### src/rtl/arith_seq.sv
// arith_seq: parametrised local program sequencer issuing au micro-operation pulses and tracking A/B/C signs
module arith_seq #(
  parameter int WIDTH = 30,
  parameter int IO_W = 3
) (
  input  logic            clk,
  input  logic            reset,
  input  logic            clear_a_from_pu,
  input  logic            move_b_to_c_from_pu,
  input  logic            move_c_to_b_from_pu,
  input  logic            move_c_to_a_from_pu,
  input  logic            order_add_from_op,
  input  logic            order_sub_from_op,
  input  logic            order_mul_from_op,
  input  logic            order_div_from_op,
  input  logic            order_and_from_op,
  input  logic            order_io_from_io,
  input  logic [IO_W-1:0] io_digits_from_io,
  input  logic            io_c29_from_io,
  input  logic            ctrl_abs_from_op,
  input  logic            read_sign_from_mem,
  input  logic            arr_reg_c_sign_from_pnl,
  input  logic            do_read_mem_from_mem,
  input  logic            do_arr_c_from_pnl,
  input  logic            carry_out_from_au,
  input  logic            reg_c1_from_au,
  input  logic            reg_c_lsb_from_au,
  input  logic            reg_b0_from_au,
  output logic            au_answer_to_op,
  output logic            overflow_to_op,
  output logic            order_error_to_op,
  output logic            au_busy_to_op,
  output logic            do_clear_a_to_au,
  output logic            do_clear_b_to_au,
  output logic            do_not_a_to_au,
  output logic            do_not_b_to_au,
  output logic            do_sum_to_au,
  output logic            do_and_to_au,
  output logic            do_set_c_lsb_to_au,
  output logic            do_left_shift_b_to_au,
  output logic            do_left_shift_c_to_au,
  output logic            do_left_shift_c29_to_au,
  output logic            do_right_shift_bc_to_au,
  output logic            do_move_c_to_a_to_au,
  output logic            do_move_c_to_b_to_au,
  output logic            do_move_b_to_c_to_au,
  output logic            reg_a_sign_to_op,
  output logic            reg_b_sign_to_op,
  output logic            reg_b_sign_to_pu,
  output logic            write_sign_to_mem,
  output logic            output_sign_to_io
);
  localparam int CW = $clog2(WIDTH + 1);
  typedef enum logic [4:0] {
    IDLE, ADD_SUM, ADD_MV, SUB_NOT, SUB_CHK, SUB_FIX, SUB_MV,
    MUL_INIT, MUL_ADD, MUL_SHR, MUL_MV, DIV_INIT, DIV_CHK, DIV_SHL, DIV_SUM, DIV_MV,
    AND_DO, AND_MV, IO_SH, IO_DONE
  } state_t;
  state_t st_q, st_d;
  logic [CW-1:0] cnt_q, cnt_d;
  logic [IO_W-1:0] n_q, n_d;
  logic a_q, a_d, b_q, b_d, c_q, c_d;
  logic [2:0] n_ord;
  logic busy, accept, run, carry, last, io_last, div_add, mv_bc, mv_cb, shl_c;
  assign carry = carry_out_from_au;
  assign n_ord = 3'(order_add_from_op) + 3'(order_sub_from_op) + 3'(order_mul_from_op)
               + 3'(order_div_from_op) + 3'(order_and_from_op) + 3'(order_io_from_io);
  assign busy = st_q != IDLE;
  assign accept = !busy && n_ord == 3'd1;
  // a pu clear aborts the pending state, so every FSM pulse is gated by run
  assign run = !clear_a_from_pu;
  assign last = int'(cnt_q) == WIDTH - 1;
  assign io_last = int'(cnt_q) == int'(n_q) - 1;
  assign div_add = carry != reg_b0_from_au;
  assign mv_bc = run && (st_q == ADD_MV || st_q == SUB_MV || st_q == MUL_MV);
  assign mv_cb = run && (st_q == DIV_MV || st_q == AND_MV);
  assign shl_c = run && (st_q == DIV_SHL || st_q == IO_SH);
  assign au_busy_to_op = busy;
  assign order_error_to_op = n_ord > 3'd1 || (busy && n_ord != 3'd0);
  assign au_answer_to_op = mv_bc || mv_cb || (run && st_q == IO_DONE);
  assign overflow_to_op = run && carry && (st_q == ADD_SUM || st_q == DIV_CHK);
  assign do_clear_a_to_au = clear_a_from_pu;
  assign do_clear_b_to_au = run && st_q == MUL_INIT;
  assign do_not_a_to_au = run && (st_q == SUB_NOT || st_q == DIV_INIT || (st_q == SUB_CHK && !carry));
  assign do_not_b_to_au = run && st_q == SUB_CHK && !carry;
  assign do_sum_to_au = run && ((st_q == ADD_SUM && !carry) || (st_q == SUB_CHK && carry) || st_q == SUB_FIX
                      || (st_q == MUL_ADD && reg_c_lsb_from_au) || (st_q == DIV_SUM && div_add));
  assign do_and_to_au = run && st_q == AND_DO;
  assign do_set_c_lsb_to_au = run && st_q == DIV_SUM && div_add;
  assign do_left_shift_b_to_au = run && st_q == DIV_SHL;
  assign do_left_shift_c_to_au = shl_c;
  assign do_left_shift_c29_to_au = run && (st_q == DIV_SHL || (st_q == IO_SH && io_c29_from_io));
  assign do_right_shift_bc_to_au = run && st_q == MUL_SHR;
  assign do_move_c_to_a_to_au = move_c_to_a_from_pu;
  assign do_move_c_to_b_to_au = move_c_to_b_from_pu || mv_cb;
  assign do_move_b_to_c_to_au = move_b_to_c_from_pu || mv_bc;
  assign reg_a_sign_to_op = a_q;
  assign reg_b_sign_to_op = b_q;
  assign reg_b_sign_to_pu = b_q;
  assign write_sign_to_mem = c_q;
  assign output_sign_to_io = c_q;
  always_comb begin
    st_d = st_q;
    cnt_d = cnt_q;
    n_d = n_q;
    if (accept) begin
      cnt_d = '0;
      n_d = io_digits_from_io == '0 ? IO_W'(1) : io_digits_from_io;
      st_d = order_add_from_op ? ADD_SUM : order_sub_from_op ? SUB_NOT : order_mul_from_op ? MUL_INIT :
             order_div_from_op ? DIV_INIT : order_and_from_op ? AND_DO : IO_SH;
    end else begin
      case (st_q)
        ADD_SUM: st_d = carry ? IDLE : ADD_MV;
        SUB_NOT: st_d = SUB_CHK;
        SUB_CHK: st_d = carry ? SUB_MV : SUB_FIX;
        SUB_FIX: st_d = SUB_MV;
        MUL_INIT: st_d = MUL_ADD;
        MUL_ADD: st_d = MUL_SHR;
        MUL_SHR: begin
          cnt_d = cnt_q + CW'(1);
          st_d = last ? MUL_MV : MUL_ADD;
        end
        DIV_INIT: st_d = DIV_CHK;
        DIV_CHK: st_d = carry ? IDLE : DIV_SHL;
        DIV_SHL: st_d = DIV_SUM;
        DIV_SUM: begin
          cnt_d = cnt_q + CW'(1);
          st_d = last ? DIV_MV : DIV_SHL;
        end
        AND_DO: st_d = AND_MV;
        IO_SH: begin
          cnt_d = cnt_q + CW'(1);
          st_d = io_last ? IO_DONE : IO_SH;
        end
        default: st_d = IDLE;
      endcase
    end
    if (clear_a_from_pu) begin
      cnt_d = '0;
      st_d = busy ? IDLE : st_d;
    end
  end
  always_comb begin
    a_d = clear_a_from_pu ? 1'b0 : move_c_to_a_from_pu ? c_q && !ctrl_abs_from_op : a_q;
    b_d = move_c_to_b_from_pu ? c_q && !ctrl_abs_from_op : mv_cb ? c_q :
          (run && (st_q == MUL_INIT || st_q == DIV_INIT)) ? a_q ^ b_q :
          (run && st_q == SUB_CHK) ? b_q && !carry : do_clear_b_to_au ? 1'b0 : b_q;
    c_d = (move_b_to_c_from_pu || mv_bc) ? b_q : shl_c ? reg_c1_from_au :
          do_read_mem_from_mem ? read_sign_from_mem : do_arr_c_from_pnl ? arr_reg_c_sign_from_pnl : c_q;
  end
  always_ff @(posedge clk) begin
    if (reset) begin
      st_q <= IDLE;
      cnt_q <= '0;
      n_q <= '0;
      a_q <= 1'b0;
      b_q <= 1'b0;
      c_q <= 1'b0;
    end else begin
      st_q <= st_d;
      cnt_q <= cnt_d;
      n_q <= n_d;
      a_q <= a_d;
      b_q <= b_d;
      c_q <= c_d;
    end
  end
endmodule
### config.mk
export PLATFORM = sky130hd
export DESIGN_NAME = arith_seq
export DESIGN_NICKNAME = d
export VERILOG_FILES = /design/src/rtl/arith_seq.sv
export SDC_FILE = /design/constraint.sdc
export NUM_CORES = 1
export LEC_CHECK = 0
export CAP_MARGIN = 20
export CORE_AREA = 2 2 62 64
export DETAILED_ROUTE_END_ITERATION = 16
export DIE_AREA = 0 0 64 66
export GPL_ROUTABILITY_DRIVEN = 0
export PLACE_DENSITY_LB_ADDON = 0.25
export SLEW_MARGIN = 15
export SYNTH_ARGS = -nofsm -noshare
export SYNTH_HDL_FRONTEND = slang
export SYNTH_SLANG_ARGS = --single-unit
### constraint.sdc
create_clock -name clk -period 3.6 [get_ports clk]
set_clock_uncertainty 0.15 [all_clocks]
set_input_delay 0.72 -clock clk [delete_from_list [all_inputs] [get_ports clk]]
set_output_delay 0.72 -clock clk [all_outputs]
set_load 0.01 [all_outputs]
# Yosys cells after proc, flatten, opt, wreduce, memory -nomap -nowiden
# Cells that the tools add are included.
# word_totals
ff_bits,16
in_bits,25
output_inout_bits,23
elab_cells,121
# op_classes
n_addsub,7
order_cmp,1
eq_ne,23
muxes,25
n_bitwise,1
n_reduce_logical,58
# ops
op,count
$pmux W5 S13,1
$eq A5 B4 Y1 const B,8
$mux W5,7
$logic_and A1 B1 Y1,28
$eq A5 B3 Y1 const B,5
$eq A5 B5 Y1 const B,4
$logic_or A1 B1 Y1,18
$eq A5 B2 Y1 const B,2
$mux W1,10
$mux W2,5
$reduce_bool A5 Y1,2
$add A3 B1 Y3,3
$eq A6 B4 Y1,1
$reduce_or A3 Y1,2
$add A5 B1 Y5 const B,1
$eq A5 B1 Y1 const B,1
$logic_not A1 Y1,4
$mux W4,1
$reduce_bool A4 Y1,1
$sub A3 B1 Y4 const B,1
$add A2 B1 Y3,1
$eq A3 B1 Y1 const B,1
$gt A3 B1 Y1 const B,1
$logic_not A3 Y1,1
other kinds (6),6

# Logic depth before layout (Yosys ltp)
# Gate-level depths: netlist (run 1).
# depth
word_depth,10
mapped_depth,11
ltp_nobuf,11

# Worst setup path before layout (run 1)
# OpenSTA, ideal clock, no wires.
# synth_timing
kind,input-to-reg
startpoint,input order_add_from_op
endpoint,register st_q[1]
setup_ps,81
arrival_time_ps,3297
required_time_ps,3369
setup_slack_ps,72
cell_stages,11
path_buffers,0
cell_sequence,fa_1 inv_1 fa_1 inv_1 ha_1 fa_1 nor2_1 nand4_1 nor2_1 nand2_1 a41oi_1
# synth_between
elab_chain_len,10
elab_cells_between_ends,11
cone_classes,5 x add/sub; 1 x eq/ne; 4 x mux; 1 x reduce/logical
# synth_lines
item,line,text
start: declaration,12,"input logic order_add_from_op,"
$add A1 B1 Y2,66,assign n_ord = 3'(order_add_from_op) + 3'(order_sub_from_op) + 3'(order_mul_from_op)
$add A2 B1 Y3,66,
$add A3 B1 Y3 (3 in a row),67,+ 3'(order_div_from_op) + 3'(order_and_from_op) + 3'(order_io_from_io);
$eq A3 B1 Y1,69,assign accept = !busy && n_ord == 3'd1;
$logic_and A1 B1 Y1,69,
$mux W5 (*),106,if (accept) begin
$mux W5,140,st_d = busy ? IDLE : st_d;
$mux W5 (*),138,if (clear_a_from_pu) begin
end signal: assignment,160,st_q <= st_d;
end: declaration,59,"state_t st_q, st_d;"
# Mark *: on every way between the ends. The rest lies on a longest branch, timed or not.
# A chain may end at the register's enable or synchronous reset.

# Final worst setup path (run 1)
# layout_timing
startpoint,input order_sub_from_op
endpoint,output order_error_to_op
# layout_between
elab_chain_len,8
elab_cells_between_ends,9
cone_classes,5 x add/sub; 1 x order compare; 3 x reduce/logical
# layout_lines
item,line,text
start: declaration,13,"input logic order_sub_from_op,"
$add A1 B1 Y2 (*),66,
$add A2 B1 Y3 (*),66,
$add A3 B1 Y3 (*) (3 in a row),67,
branches (longest 2 deep; another with $gt A3 B1 Y1),--,
$logic_or A1 B1 Y1 (*),79,assign order_error_to_op = n_ord > 3'd1 || (busy && n_ord != 3'd0);
end: declaration,31,"output logic order_error_to_op,"
# Mark *: on every way between the ends.

==> results of run 1 <==
[worst min-delay path, cell delays in order (launching register included)]
cell and delay [ns]:
sky130_fd_sc_hd__dfxtp_1 0.33, sky130_fd_sc_hd__inv_1 0.09, sky130_fd_sc_hd__a211oi_1 0.07
[per-layer routing]
layer	vias to the layer above	wire, um	track usage, %
met2	34	1833	32.55
li1	791	-	-
met5	-	0	0
met1	701	1766	25.13
met4	0	21	3.261
met3	2	181	3.748
[report_power, final]
group          internal [mW]  switching, mW  leakage, nW
sequential             0.189         0.0156        0.130
clock                 0.0616         0.0616       0.0210
combinational          0.134          0.126        0.627
total                  0.385          0.203        0.778
[cells by family after synthesis]
group,count (synthesis)
AO/OA/AOI/OAI,43
XOR/XNOR,8
adder cells (fa/ha/maj),7
buffers and inverters,30
flip-flops,16
multiplexers,6
AND/OR/NAND/NOR,86
[flip-flops by register name, indices dropped and copies added (netlist names)]
| name | cells |
|---|---|
| st_q | 5 |
| reg_b_sign_to_op | 1 |
| cnt_q | 5 |
| output_sign_to_io | 1 |
| n_q | 3 |
| reg_a_sign_to_op | 1 |
[layout make-up]
class | count | area [um^2]
multi-input cells | 150 | 989.7
fillers | 344 | 1511
flip-flops and latches | 16 | 320.3
inverters | 15 | 56.30
clock buffers | 4 | 36.28
well taps | 48 | 60.06
repair buffers | 63 | 576.8
[through the flow]
stage               setup TNS, ns  hold WS (ns)
floorplan                       0        0.3219
global placement           -5.787        0.3605
detailed placement         -6.692        0.3696
CTS                       -0.1221        0.3886
global route              -0.2439        0.4144
finish                   -0.09522        0.3861
[cells in the final DEF, fill, tap and decap left out, types with 4 or more instances in the layout]
cell                              count
sky130_fd_sc_hd__clkdlybuf4s50_1     43
sky130_fd_sc_hd__nand2_1             17
sky130_fd_sc_hd__xor2_1               5
sky130_fd_sc_hd__a21oi_1              6
sky130_fd_sc_hd__nor2_1              27
sky130_fd_sc_hd__o21ai_1              6
sky130_fd_sc_hd__mux2i_1              6
sky130_fd_sc_hd__o21ai_0              8
sky130_fd_sc_hd__dfxtp_1             16
sky130_fd_sc_hd__inv_1               15
sky130_fd_sc_hd__nand3_1              5
sky130_fd_sc_hd__buf_4               16
sky130_fd_sc_hd__nor3_1               9
sky130_fd_sc_hd__nor4_1               4
[repair_timing]
item / in CTS / in global routing
cloned: 0 / 0
gates resized for setup: 18 / 1
pin swaps: 4 / 2
endpoints found under the setup margin: 14 / 2
endpoints found under the hold margin: 0 / 0
[worst max path at each step]
stage | to | from | slack [ns] | depth (start not counted)
after floorplan | st_q[1] | order_add_from_op | 0.07 | 11
after global placement | order_error_to_op | order_add_from_op | -0.81 | 10
after detailed placement | order_error_to_op | order_add_from_op | -0.86 | 10
after CTS | order_error_to_op | order_sub_from_op | -0.12 | 10
after global routing | order_error_to_op | order_sub_from_op | -0.24 | 10
final | order_error_to_op | order_sub_from_op | -0.1 | 10
==> results.md, run 1 <==
- Count of standard-cell rows: 22
- Post-detailed-route wirelength per cell: 12.85 um
- Post-DP HPWL: ~3 mm
- Hold WC Path Type: register to register
- Primary FF master, synth: sky130_fd_sc_hd__dfxtp_1
- Most common cell in the synthesized netlist: sky130_fd_sc_hd__nor2_1
- Syn Area/Cell: 7.405 um^2
- Most area-consuming cells after synthesis: sky130_fd_sc_hd__dfxtp_1 22%, sky130_fd_sc_hd__nor2_1 7.2%, sky130_fd_sc_hd__nand2_1 4.4%
- Most Frequent Cell on Critical Path: sky130_fd_sc_hd__fa_1
- Kind of start point of the critical path: input port
- Core region area: ~0.0036 mm^2
- Post-synth top cells: 28 x sky130_fd_sc_hd__nor2_1, 17 x sky130_fd_sc_hd__nand2_1, 16 x sky130_fd_sc_hd__dfxtp_1
- Count of clock tree sinks: 16
- CP max stage cell: sky130_fd_sc_hd__fa_1
- Bufs on Longest Clock Path: 2
- DR DRC count: 0
- Reg-to-reg critical path endpoint: output_sign_to_io
- Post-synth top area share: 22.07%
- Hold Crit Start: n_q[0]
- Starting density of the core: 40.87%
- Number of antenna violations at the first check in global routing: 0
- Number of buffers created by CTS: 3
- Total die area: 0.004224 mm^2
- Placed inst area: slightly above 0.002 mm^2
- Endpoint required time on the critical path: 2.73 ns
- Number of global-route vias before repair: 1433
- Reg-to-Reg Start: st_q[1]
- Post-layout minimum cycle time: 3.695 ns
- R2R setup slack: ~1.6 ns
- Maximum operating frequency: 270.6 MHz
- 1st-pass router iterations: 4
- Outcome: complete, but fails checks
- Critical path, cell by cell: buf_6 -> fa_1 -> inv_1 -> fa_1 -> inv_1 -> ha_2 -> fa_1 -> nor2_2 -> nand2_1 -> buf_2
- I/O pins: 48
- Initial drt markers: 110
- Unrepaired setup endpoints after global routing: true
- Post-placement cell count: between 200 and 300
- Post-cts hold buffer count: 0
- Number of distinct library cells after synthesis: 49
- Number of synthesized flops with an enable pin: 0
- Insertion delay of the later-clocked pin in the worst-skew pair: about 0.30 ns
- Main combinational cell family by area after synthesis: simple AND/OR/NAND/NOR gates
- Sum of overflow across all layers after global routing: 0
- Xor and xnor fraction of the mapped netlist area: 4.828%
- Overall track demand over capacity in global routing: 19.07%
- Final design utilization: between 50% and 60%
- Synth async-reset ratio: 0%
- Final antenna-violating net count: 0
- Total wirelength of the detailed-routed design: 3.803 mm
- Share of synthesized area spent on multiplexers: 4.138%
- Peak supply drop: 218.1 uV
- Worst Setup Slack, final: -0.09522 ns
- Post-layout instance count excluding filler cells: 296
- Cell depth of the worst hold path: 2
- Number of hold violations in the final report: 0
- Chip Width: 64 um
- Final Cell Area: between 0.002 and 0.0025 mm^2
- Flip-flop and latch count after synthesis: 16
- Clock root buffer: sky130_fd_sc_hd__clkbuf_4
- Largest net degree at the start of global routing: 20
- Slowest cell delay on critical path: ~0.52 ns
- Post-synth design cell area: 0.001451 mm^2
- Crit path max-delay family: adder cells
- Simple-gate share of the synthesized area: 30.43%
- Compound-cell area share of the yosys netlist: 20.86%
- Layout net count: approximately 280
- Count of buffers inserted at the top-level ports: 47
- Pre-CTS WS: -0.8551 ns
- Final Cycle Share: 102.6%
- Pin slew with the least headroom to its limit: slightly above 0.5 ns
- Number of max-capacitance violations reported: 0
- Max-slew headroom at the worst pin: approximately two thirds
- Number of setup violations in the final report: 1
- Arrival time worst endpoint: 2.83 ns
- Standby leakage power: 0.7780 nW
- Wire length of the first global-routing pass: about 6.4 mm
- Signed area change from the synthesized netlist to the final layout: 40.52%
- Most area-hungry cell type in the Yosys netlist: sky130_fd_sc_hd__dfxtp_1
- Nets in the synthesized netlist: 228
- N_diodes: 0
- CP Max Fanout: 2
- Average via count per standard cell: a little over 5
- Pwr Density: around 290 mW/mm^2
- Total setup buffers inserted after CTS: 0
- Synth Area in Adders: 7.586%
- Failing checks: negative setup slack
- Count of pins over their slew limit: 0
- Sequential share of the synthesized area: 22.07%
- Count of vias placed by the detailed router: about 1.5k
- Clk pin slew, worst setup/hold paths: 0.11 ns
- Path type of the worst setup path: input port to output pin
- Clock tree from TritonCTS: built
- Total power: a little under 600 uW
- Buffers plus inverters on the worst setup path: 4
- End point of the worst hold path: n_q[0]
- Endpoint kind of the worst setup timing path: output pin
- Height of the die: 66 um
- Synthesized netlist cell count: a little under 200
- Share of cells above drive strength 1: 13.71%
- Clock H-tree levels: 1
- Worst reg2reg path depth: 5
- Synthesis warning total: 0
Note: power is estimated with default switching activity, not from simulation.
==> run 2: changes to the inputs <==
Settings changed: CORE_AREA 2 2 62 64 to 2 2 61 63, DIE_AREA 0 0 64 66 to 0 0 63 65, MAX_ROUTING_LAYER set to met4.
Clock period 3.6 ns to 4.44 ns, I/O delays scaled along.
==> results.md, run 2 (same netlist as run 1, synthesis figures left out) <==
- Share of cells above drive strength 1: 7.595%
- Count of buffers inserted at the top-level ports: 47
- Sum of overflow across all layers after global routing: 0
- R2R setup slack: 2.26 ns
- Wire length of the first global-routing pass: 6.113 mm
- Switching Share: 35.32%
- Clock root buffer: sky130_fd_sc_hd__clkbuf_4
- DR DRC count: 0
- Highest-count cells in the layout ignoring fill and taps: 43 x sky130_fd_sc_hd__clkdlybuf4s50_1, 27 x sky130_fd_sc_hd__nor2_1, 17 x sky130_fd_sc_hd__nand2_1
- Count of standard-cell rows: 22
- Final design utilization: 56.01%
- Largest registers in the final layout: cnt_q (5), st_q (5), n_q (3)
- Post-cts hold buffer count: 0
- Critical path, cell by cell: dlygate4sd2_1 -> fa_1 -> inv_1 -> fa_1 -> inv_1 -> ha_1 -> fa_1 -> nor2_2 -> nand2_1 -> clkdlybuf4s15_1
- 1st-pass router iterations: 4
- I/O pins: 48
- Starting density of the core: 41.52%
- Hold WC Path Type: register to register
- Post-placement cell count: 282
- Layout net count: 271
- Number of antenna violations at the first check in global routing: 0
- Overall track demand over capacity in global routing: about a fifth
- Endpoint kind of the worst setup timing path: output pin
- Height of the die: 65 um
- Reg-to-reg critical path endpoint: output_sign_to_io
- Number of hold violations in the final report: 0
- Arrival time worst endpoint: 3.26 ns
- Insertion delay of the later-clocked pin in the worst-skew pair: 0.28 ns
- Final antenna-violating net count: 0
- Maximum operating frequency: 232.7 MHz
- Part of the power in combinational logic: between 40 and 50%
- Clock tree from TritonCTS: built
- Initial drt markers: 59
- Clock H-tree levels: 1
- Max-slew headroom at the worst pin: 49.36%
- Number of global-route vias before repair: 1392
- Part of the total power dissipated in sequential elements: just over 40%
- Post-layout instance count excluding filler cells: 285
- Count of clock tree sinks: 16
- Post-DP HPWL: 2.903 mm
- Chip Width: about 63 um
- CP Max Fanout: 2
- Kind of start point of the critical path: input port
- Slowest cell delay on critical path: 0.53 ns
- Worst Setup EP: order_error_to_op
- Clk pin slew, worst setup/hold paths: about 0.090 ns
- Total die area: 0.004095 mm^2
- Most Frequent Cell on Critical Path: sky130_fd_sc_hd__fa_1
- Internal power: about 280 uW
- Portion of total power attributed to the clock network: 16.8%
- Largest net degree at the start of global routing: 24
- Unrepaired setup endpoints after global routing: false
- Reg-to-Reg Start: st_q[0]
- Commonest non-fill, non-tap cell in the layout: sky130_fd_sc_hd__clkdlybuf4s50_1
- Number of buffers created by CTS: 3
- Worst reg2reg path depth: 5
- Average via count per standard cell: around 5.3
- N_diodes: 0
- Count of pins over their slew limit: 0
- Post-layout minimum cycle time: 4.298 ns
- Number of setup violations in the final report: 0
- CP max stage cell: sky130_fd_sc_hd__fa_1
- Outcome: finished clean
- Pin slew with the least headroom to its limit: 0.7586 ns
- Launching instance or port of the critical path: order_add_from_op
- Core region area: 0.003496 mm^2
- Post-detailed-route wirelength per cell: 12.85 um
- Final Cycle Share: 96.80%
- Total wirelength of the detailed-routed design: roughly 3.7 mm
- Endpoint required time on the critical path: 3.40 ns
- Peak supply drop: ~190 uV
- Pwr Density: ~220 mW/mm^2
- Net switching power of the design: 153.9 uW
- Path type of the worst setup path: input port to output pin
- Bufs on Longest Clock Path: 2
- Number of max-capacitance violations reported: 0
- Signed area change from the synthesized netlist to the final layout: 34.91%
- Count of vias placed by the detailed router: 1516
- Standby leakage power: slightly above 0.7 nW
run 2: layout make-up:
class	count	area (um^2)
fill	359	1538
tap	48	60.06
clock buffer	3	22.52
sequential	16	320.3
timing repair buffer	53	511.7
inverter	15	56.30
multi-input combinational	150	987.2
run 2: routing by layer:
metal | GRT usage, % | routed length, um | up-vias
met3 | 2.951 | 152 | 3
met2 | 31.78 | 1780 | 38
li1 | - | - | 781
met5 | - | 0 | -
met4 | 5.000 | 21 | 0
met1 | 23.70 | 1708 | 694
run 2: worst min-delay path by stage:
stage | from | end | slack, ns | cells past startpoint
floorplan | n_q[0] | n_q[0] | 0.32 | 2
finish | cnt_q[1] | cnt_q[1] | 0.38 | 2
detailed placement | cnt_q[1] | cnt_q[1] | 0.37 | 2
global placement | n_q[1] | n_q[1] | 0.36 | 2
global route | n_q[0] | n_q[0] | 0.42 | 2
CTS | cnt_q[1] | cnt_q[1] | 0.39 | 2
run 2: worst max-delay path: cells and delay by family:
kind	cells	cell delay, ns
adder cells (fa/ha/maj)	4	1.62
buffers and inverters	4	0.57
AND/OR/NAND/NOR	2	0.19
run 2: per-stage QoR:
stage               hold slack [ns]  setup WS [ns]  total power, mW  setup TNS, ns  area, um^2
detailed placement           0.3700        -0.3387           0.3672        -0.3387        1937
global placement             0.3608        -0.3058           0.3648        -0.3058        1937
global route                 0.4208        0.03295           0.4685              0        1958
CTS                          0.3869        0.09240           0.4376              0        1954
floorplan                    0.3219         0.6266           0.2886              0        1451
finish                       0.3820         0.1419           0.4357              0        1958
run 2: what timing repair did:
| action | 4_1_cts | 5_1_grt |
|---|---|---|
| setup endpoints to repair | 1 | 1 |
| gates resized for setup | 4 | 2 |
| setup buffers | 0 | 0 |
| pin swaps | 1 | 1 |
run 2: power groups by stage:
stage          Combinational [mW]  Sequential (mW)  Clock [mW]
2_1_floorplan               0.125            0.164           0
3_3_place_gp                0.185            0.180           0
3_5_place_dp                0.187            0.180           0
4_1_cts                     0.184            0.177      0.0766
5_1_grt                     0.207            0.180      0.0820
6_report                    0.185            0.177      0.0733
==> run 3: changes to the inputs <==
Settings changed: TNS_END_PERCENT set to 10.
==> results of run 3 <==
Same layout as run 2: the final DEF is identical, and so are final timing and power.
